===== src/rtl/pipe_stage_skid.sv =====
// Pipeline stage register with valid/ready handshake and a two-entry skid buffer.
// Carries PC, instruction and control bundle; adds flush, freeze and stall/flush statistics.
module pipe_stage_skid #(
  parameter int PC_W   = 12,
  parameter int INS_W  = 19,
  parameter int CTRL_W = 12,
  parameter int CNT_W  = 16
) (
  input  logic              clk,
  input  logic              rst,
  input  logic              flush,
  input  logic              hold,
  input  logic              in_valid,
  output logic              in_ready,
  input  logic [PC_W-1:0]   in_pc,
  input  logic [INS_W-1:0]  in_ins,
  input  logic [CTRL_W-1:0] in_ctrl,
  output logic              out_valid,
  input  logic              out_ready,
  output logic [PC_W-1:0]   out_pc,
  output logic [INS_W-1:0]  out_ins,
  output logic [CTRL_W-1:0] out_ctrl,
  output logic [1:0]        occupancy,
  output logic [CNT_W-1:0]  stall_cnt,
  output logic [CNT_W-1:0]  flush_cnt
);

  typedef enum logic [1:0] {
    EMPTY = 2'd0,
    ONE   = 2'd1,
    FULL  = 2'd2
  } occ_e;

  typedef struct packed {
    logic [PC_W-1:0]   pc;
    logic [INS_W-1:0]  ins;
    logic [CTRL_W-1:0] ctrl;
  } entry_t;

  occ_e             occ, occNext;
  entry_t           mainQ, mainD, skidQ, skidD, inEntry;
  logic             accept, fire, stallInc, flushInc;
  logic [CNT_W-1:0] stallCnt, flushCnt;

  assign inEntry  = '{pc: in_pc, ins: in_ins, ctrl: in_ctrl};
  assign in_ready = ~hold & (occ != FULL);
  assign accept   = in_valid & in_ready & ~flush;
  assign fire     = out_valid & out_ready & ~hold;
  assign stallInc = in_valid & ~in_ready & ~flush;
  assign flushInc = flush & (occ != EMPTY);

  // Hold needs no branch of its own: it already forces accept and fire low.
  always_comb begin
    // NOTE: every target gets a default first so no path leaves it unassigned (no latch).
    occNext = occ;
    mainD   = mainQ;
    skidD   = skidQ;
    if (flush) begin
      occNext = EMPTY;
      mainD   = '0;
      skidD   = '0;
    end else begin
      unique case (occ)
        EMPTY: begin
          if (accept) begin
            mainD   = inEntry;
            occNext = ONE;
          end
        end
        ONE: begin
          if (fire && accept) begin
            mainD = inEntry;
          end else if (fire) begin
            mainD   = '0;
            occNext = EMPTY;
          end else if (accept) begin
            skidD   = inEntry;
            occNext = FULL;
          end
        end
        FULL: begin
          if (fire) begin
            mainD   = skidQ;
            skidD   = '0;
            occNext = ONE;
          end
        end
        default: begin
          occNext = EMPTY;
          mainD   = '0;
          skidD   = '0;
        end
      endcase
    end
  end

  always_ff @(posedge clk) begin
    // NOTE: sequential state uses non-blocking assignments so all flops update together.
    if (rst) begin
      // NOTE: entry storage is reset too, because out_* must read as a zero bubble after reset.
      occ      <= EMPTY;
      mainQ    <= '0;
      skidQ    <= '0;
      stallCnt <= '0;
      flushCnt <= '0;
    end else begin
      occ   <= occNext;
      mainQ <= mainD;
      skidQ <= skidD;
      if (stallInc && (stallCnt != '1)) stallCnt <= stallCnt + CNT_W'(1);
      if (flushInc && (flushCnt != '1)) flushCnt <= flushCnt + CNT_W'(1);
    end
  end

  // Main entry is zeroed on every path into EMPTY, so the outputs are a no-op bubble when invalid.
  assign out_valid = (occ != EMPTY);
  assign out_pc    = mainQ.pc;
  assign out_ins   = mainQ.ins;
  assign out_ctrl  = mainQ.ctrl;
  assign occupancy = occ;
  assign stall_cnt = stallCnt;
  assign flush_cnt = flushCnt;

endmodule


===== config.mk =====
export PLATFORM = sky130hd
export DESIGN_NAME = pipe_stage_skid
export DESIGN_NICKNAME = d
export VERILOG_FILES = /design/src/rtl/pipe_stage_skid.sv
export SDC_FILE = /design/constraint.sdc
export NUM_CORES = 1
export LEC_CHECK = 0
export CAP_MARGIN = 20
export CORE_ASPECT_RATIO = 0.5
export CORE_MARGIN = 8
export CORE_UTILIZATION = 50
export DETAILED_ROUTE_END_ITERATION = 12
export DONT_BUFFER_PORTS = 1
export GPL_TIMING_DRIVEN = 0
export SETUP_SLACK_MARGIN = 0.05
export SYNTH_ARGS = -nofsm -noshare
export SYNTH_HDL_FRONTEND = slang
export SYNTH_SLANG_ARGS = --single-unit

===== constraint.sdc =====
create_clock -name clk -period 2.3 [get_ports clk]
set_input_delay 0.46 -clock clk [delete_from_list [all_inputs] [get_ports clk]]
set_output_delay 0.46 -clock clk [all_outputs]
set_load 0.01 [all_outputs]

==> run_summary.xml <==
<?xml version="1.0" encoding="UTF-8"?>
<metrics>
  <group name="run_status">
    <metric name="run_status" unit="">completed</metric>
  </group>
  <group name="yosys">
    <metric name="synth.area.mux_share" unit="">0.02254</metric>
    <metric name="syn-mean-instance-area" unit="um2">9.301</metric>
    <metric name="synthesis.instances" unit="">579</metric>
    <metric name="yosysWarningCount" unit="">0</metric>
    <metric name="mappedNetlistNets" unit="">630</metric>
    <metric name="ys_async_sr_fraction" unit="">0</metric>
    <metric name="synth_xor_area_frac" unit="">0.003253</metric>
    <metric name="synth_flop_cell" unit="">sky130_fd_sc_hd__dfxtp_1</metric>
    <metric name="synth-edff-count" unit="">0</metric>
    <metric name="synth_compound_area_frac" unit="">0.2442</metric>
    <metric name="yosys.area_share.adder" unit="">0.004647</metric>
    <metric name="flops_latches_synth" unit="">120</metric>
    <metric name="distinct_cells_synth" unit="">50</metric>
    <metric name="synth_seq_area_share" unit="">0.4461</metric>
    <metric name="post_synthesis_share_of_cell_area_spent_on_and_or_nand_and_nor_gates" unit="">0.2312</metric>
    <metric name="dominant_combinational_cell_family_by_area_after_synthesis" unit="">compound AO/OA/AOI/OAI gates</metric>
    <metric name="synth.cell_area" unit="mm2">0.005385</metric>
  </group>
  <group name="placement">
    <metric name="io_buffer_count" unit="">0</metric>
    <metric name="dp.final_hpwl" unit="um">10480</metric>
    <metric name="global_placement_routability_congestion" unit="">0.7781</metric>
    <metric name="place_ws" unit="ns">-0.07118</metric>
    <metric name="placedCellCount" unit="">719</metric>
  </group>
  <group name="route">
    <metric name="routed_wl" unit="um">15420</metric>
    <metric name="drtIter0Drc" unit="">332</metric>
    <metric name="post-route-drc-count" unit="">0</metric>
    <metric name="via_per_inst" unit="">6.355</metric>
    <metric name="drt_pre_antenna_iters" unit="">5</metric>
    <metric name="count_of_antenna_violating_nets_left_after_detailed_routing" unit="">0</metric>
    <metric name="routed-via-count" unit="">4779</metric>
    <metric name="wl_per_cell" unit="um">20.50</metric>
  </group>
  <group name="clock_network">
    <metric name="cts_max_level" unit="">4</metric>
    <metric name="cts_hold_buffers" unit="">0</metric>
    <metric name="cts-buffers-inserted" unit="">17</metric>
    <metric name="cts.reportedPaths.clkPinSlew" unit="ns">0.06</metric>
    <metric name="tritoncts_clock_tree" unit="">yes</metric>
    <metric name="clkLatencyLatePin" unit="ns">0.41</metric>
    <metric name="ctsRootBufferMaster" unit="">sky130_fd_sc_hd__clkbuf_16</metric>
    <metric name="cts_setup_buffers" unit="">0</metric>
    <metric name="clk_path_buf_depth" unit="">2</metric>
    <metric name="cts_num_sinks" unit="">120</metric>
  </group>
  <group name="floorplanning">
    <metric name="fp.dieW" unit="um">162.8</metric>
    <metric name="design.die.area" unit="mm2">0.01455</metric>
    <metric name="ios" unit="">128</metric>
    <metric name="starting_utilization_of_the_core_area" unit="">0.5206</metric>
    <metric name="die_y" unit="um">89.39</metric>
    <metric name="placement_rows" unit="">26</metric>
    <metric name="floorplan.core_area" unit="mm2">0.01034</metric>
  </group>
  <group name="critical_path">
    <metric name="crit_path_end_kind" unit="">primary output</metric>
    <metric name="worstPathArrival" unit="ns">1.72</metric>
    <metric name="worstSetupStartpointType" unit="">flip-flop</metric>
    <metric name="top_cell_family_by_delay_on_the_critical_path" unit="">buffers and inverters</metric>
    <metric name="r2r_start" unit="">occupancy[0]</metric>
    <metric name="cpPeakStageDelay" unit="ns">0.40</metric>
    <metric name="critical_path.startpoint" unit="">occupancy[1]</metric>
    <metric name="crit_path_max_fanout" unit="">10</metric>
    <metric name="timing.critical_path.mode_cell" unit="">sky130_fd_sc_hd__buf_4</metric>
    <metric name="path_class" unit="">reg -&gt; out</metric>
    <metric name="crit_slowest_cell" unit="">sky130_fd_sc_hd__dfxtp_1</metric>
    <metric name="timing.critical_path.buf_inv" unit="">3</metric>
    <metric name="critical_path.cell_chain" unit="">buf_4 &gt; nor2b_2 &gt; buf_4 &gt; clkbuf_4 &gt; nor2_2</metric>
    <metric name="worst_ep_required_time" unit="ns">1.84</metric>
  </group>
  <group name="finish">
    <metric name="count_of_nets_after_finishing" unit="">649</metric>
    <metric name="area_growth_syn_to_layout" unit="%">15.33</metric>
    <metric name="n_fill_cell" unit="">957</metric>
    <metric name="stdcell_count" unit="">752</metric>
    <metric name="drive_above_1_share" unit="">0.1227</metric>
  </group>
  <group name="timing">
    <metric name="fin_crit_share" unit="">0.9484</metric>
    <metric name="final_max_slew_viol_count" unit="">0</metric>
    <metric name="finalWorstPathRequiredPeriod" unit="ns">2.181</metric>
    <metric name="timing.final.setup_violations" unit="">0</metric>
    <metric name="finalHoldViolCount" unit="">0</metric>
    <metric name="final.setup.worst_slack" unit="ns">0.1186</metric>
    <metric name="timing_worst_slew_pin_value" unit="ns">0.5826</metric>
    <metric name="timing.max_slew.rel_slack" unit="">0.6100</metric>
    <metric name="finalClockSkew" unit="ns">0.007501</metric>
    <metric name="rsz0062_at_grt" unit="">yes</metric>
    <metric name="max_clock_freq" unit="MHz">458.4</metric>
  </group>
  <group name="global_routing">
    <metric name="antenna_found_initial" unit="">2</metric>
    <metric name="track_usage" unit="">0.2114</metric>
    <metric name="wire_length_of_the_first_global_routing_pass" unit="um">24540</metric>
    <metric name="grt.overflow.total" unit="">0</metric>
    <metric name="vias_in_the_first_global_route" unit="">4576</metric>
    <metric name="maximum_number_of_pins_on_one_net_before_global_route_repair" unit="">17</metric>
  </group>
  <group name="pwr">
    <metric name="worst_ir_drop_vdd" unit="V">0.0004470</metric>
    <metric name="cellLeakagePower" unit="nW">2.018</metric>
    <metric name="netsw" unit="W">0.001178</metric>
    <metric name="pwr-share-clk" unit="">0.551</metric>
    <metric name="power_density" unit="mW/mm2">813.6</metric>
    <metric name="p_int" unit="W">0.003876</metric>
    <metric name="power_switching_share" unit="">0.2331</metric>
    <metric name="portion_of_total_power_attributed_to_combinational_logic" unit="">0.031</metric>
    <metric name="fin_total_pwr" unit="W">0.005054</metric>
    <metric name="power.share.sequential" unit="">0.418</metric>
  </group>
  <group name="worst_hold_path">
    <metric name="timing.hold.worst.class" unit="">in -&gt; reg</metric>
    <metric name="worst_hold_startpoint" unit="">in_pc[7]</metric>
  </group>
  <group name="job">
    <metric name="maxCapViolations" unit="">0</metric>
  </group>
</metrics>
-- layout make-up --
| class | count | area [um2] | share of cell area |
|---|---|---|---|
| Sequential cell | 120 | 2402 | 0.3868 |
| Clock buffer | 17 | 425.4 | 0.06849 |
| Tap cell | 140 | 175.2 | 0.02820 |
| Inverter | 6 | 22.52 | 0.003626 |
| Clock inverter | 15 | 190.2 | 0.03062 |
| Buffer | 56 | 249.0 | 0.04009 |
| Multi-Input combinational cell | 397 | 2744 | 0.4418 |
| Antenna cell | 1 | 2.502 | 0.0004029 |
-- synth_stat cells (3+ instances only) --
cell type / n / area, um2
sky130_fd_sc_hd__a21oi_1: 67 / 335.3
sky130_fd_sc_hd__or4_1: 9 / 67.56
sky130_fd_sc_hd__a211oi_1: 6 / 45.04
sky130_fd_sc_hd__mux2_2: 9 / 101.4
sky130_fd_sc_hd__o31ai_1: 9 / 67.56
sky130_fd_sc_hd__nor2_1: 14 / 52.55
sky130_fd_sc_hd__nand4b_1: 43 / 376.6
sky130_fd_sc_hd__nor3_1: 3 / 15.01
sky130_fd_sc_hd__and2_1: 3 / 18.77
sky130_fd_sc_hd__o2bb2ai_1: 43 / 376.6
sky130_fd_sc_hd__or3_1: 11 / 68.82
sky130_fd_sc_hd__nand4_1: 7 / 43.79
sky130_fd_sc_hd__clkbuf_1: 36 / 135.1
sky130_fd_sc_hd__buf_1: 4 / 15.01
sky130_fd_sc_hd__and4_1: 5 / 43.79
sky130_fd_sc_hd__a22oi_1: 44 / 330.3
sky130_fd_sc_hd__o21ai_0: 13 / 65.06
sky130_fd_sc_hd__buf_2: 14 / 70.07
sky130_fd_sc_hd__nor2b_1: 12 / 75.07
sky130_fd_sc_hd__inv_1: 6 / 22.52
sky130_fd_sc_hd__and3_1: 3 / 18.77
sky130_fd_sc_hd__dfxtp_1: 120 / 2402
sky130_fd_sc_hd__nand2_1: 11 / 41.29
sky130_fd_sc_hd__nand3_1: 53 / 265.3
-- placed cells by master (no fill, tap or decap), types with 4 or more instances in the layout --
master                      netlist  layout
sky130_fd_sc_hd__inv_6            0       7
sky130_fd_sc_hd__o31ai_1          9       8
sky130_fd_sc_hd__nand2_1         11      11
sky130_fd_sc_hd__or3_1           11      11
sky130_fd_sc_hd__inv_1            6       6
sky130_fd_sc_hd__and4_1           5       5
sky130_fd_sc_hd__clkbuf_16        0      17
sky130_fd_sc_hd__nand4_1          7       7
sky130_fd_sc_hd__clkbuf_1        36      34
sky130_fd_sc_hd__nor2b_1         12      12
sky130_fd_sc_hd__or4_1            9       9
sky130_fd_sc_hd__nand3_1         53      53
sky130_fd_sc_hd__nand4b_1        43      43
sky130_fd_sc_hd__buf_2           14      12
sky130_fd_sc_hd__o2bb2ai_1       43      43
sky130_fd_sc_hd__mux2_2           9       9
sky130_fd_sc_hd__a22oi_1         44      44
sky130_fd_sc_hd__a211oi_1         6       6
sky130_fd_sc_hd__nor2_1          14      13
sky130_fd_sc_hd__dfxtp_1        120     120
sky130_fd_sc_hd__buf_1            4       4
sky130_fd_sc_hd__a21oi_1         67      67
sky130_fd_sc_hd__o21ai_0         13      13
-- power by group through the flow --
stage / sequential [W] / combinational (W) / clock, W
5_1_grt: 0.00211 / 0.000178 / 0.00293
4_1_cts: 0.00211 / 0.000158 / 0.00282
3_3_place_gp: 0.00216 / 0.000157 / 0
6_report: 0.00211 / 0.000159 / 0.00278
3_5_place_dp: 0.00216 / 0.000156 / 0
2_1_floorplan: 0.00215 / 0.000117 / 0
-- timing repair --
item	CTS	global route
endpoints found under the setup margin	41	32
endpoints found under the hold margin	0	0
gates resized for setup	7	4
-- layer usage --
| metal | vias to the layer above | track usage | wire length, um |
|---|---|---|---|
| met5 | - | 0 | 13 |
| met4 | 2 | 0.07355 | 218 |
| met3 | 21 | 0.09099 | 1466 |
| met2 | 132 | 0.3270 | 6966 |
| met1 | 2335 | 0.2606 | 6753 |
| li1 | 2289 | - | - |
-- path summary, 6_finish.rpt --
| path | endpoint | slack (ns) | cells after the start |
|---|---|---|---|
| worst max register to register | out_ins[15] | 0.24 | 5 |
| worst min-delay path | skidQ[38] | 0.22 | 2 |
| worst max-delay path | in_ready | 0.12 | 5 |
| worst min register to register | skidQ[11] | 0.46 | 2 |
-- kinds of logic after synthesis --
| logic type | Yosys count |
|---|---|
| buffers and inverters | 62 |
| DFF | 120 |
| AOI/OAI and AO/OA | 193 |
| and+or+nand+nor | 189 |
| adders and majority gates | 2 |
| xor gates and xnor gates | 2 |
| muxes | 11 |
-- through the flow --
stage	hold slack [ns]	util	setup TNS (ns)	instance area, um2
finish	0.2224	0.6004	0	6211
global route	0.2106	0.6004	0	6211
CTS	0.2082	0.5985	0	6191
floorplan	0.4440	-	0	5385
global placement	0.4517	0.5375	-0.8052	5560
detailed placement	0.4575	0.5375	-0.3903	5560
-- flip-flops by register name, indices dropped and copies added, names as in the netlist --
signal,cells
flush_cnt,16
occupancy,2
out_ctrl,12
out_ins,19
out_pc,12
skidQ,43
stall_cnt,16
Power figures use the tool's default switching activity.
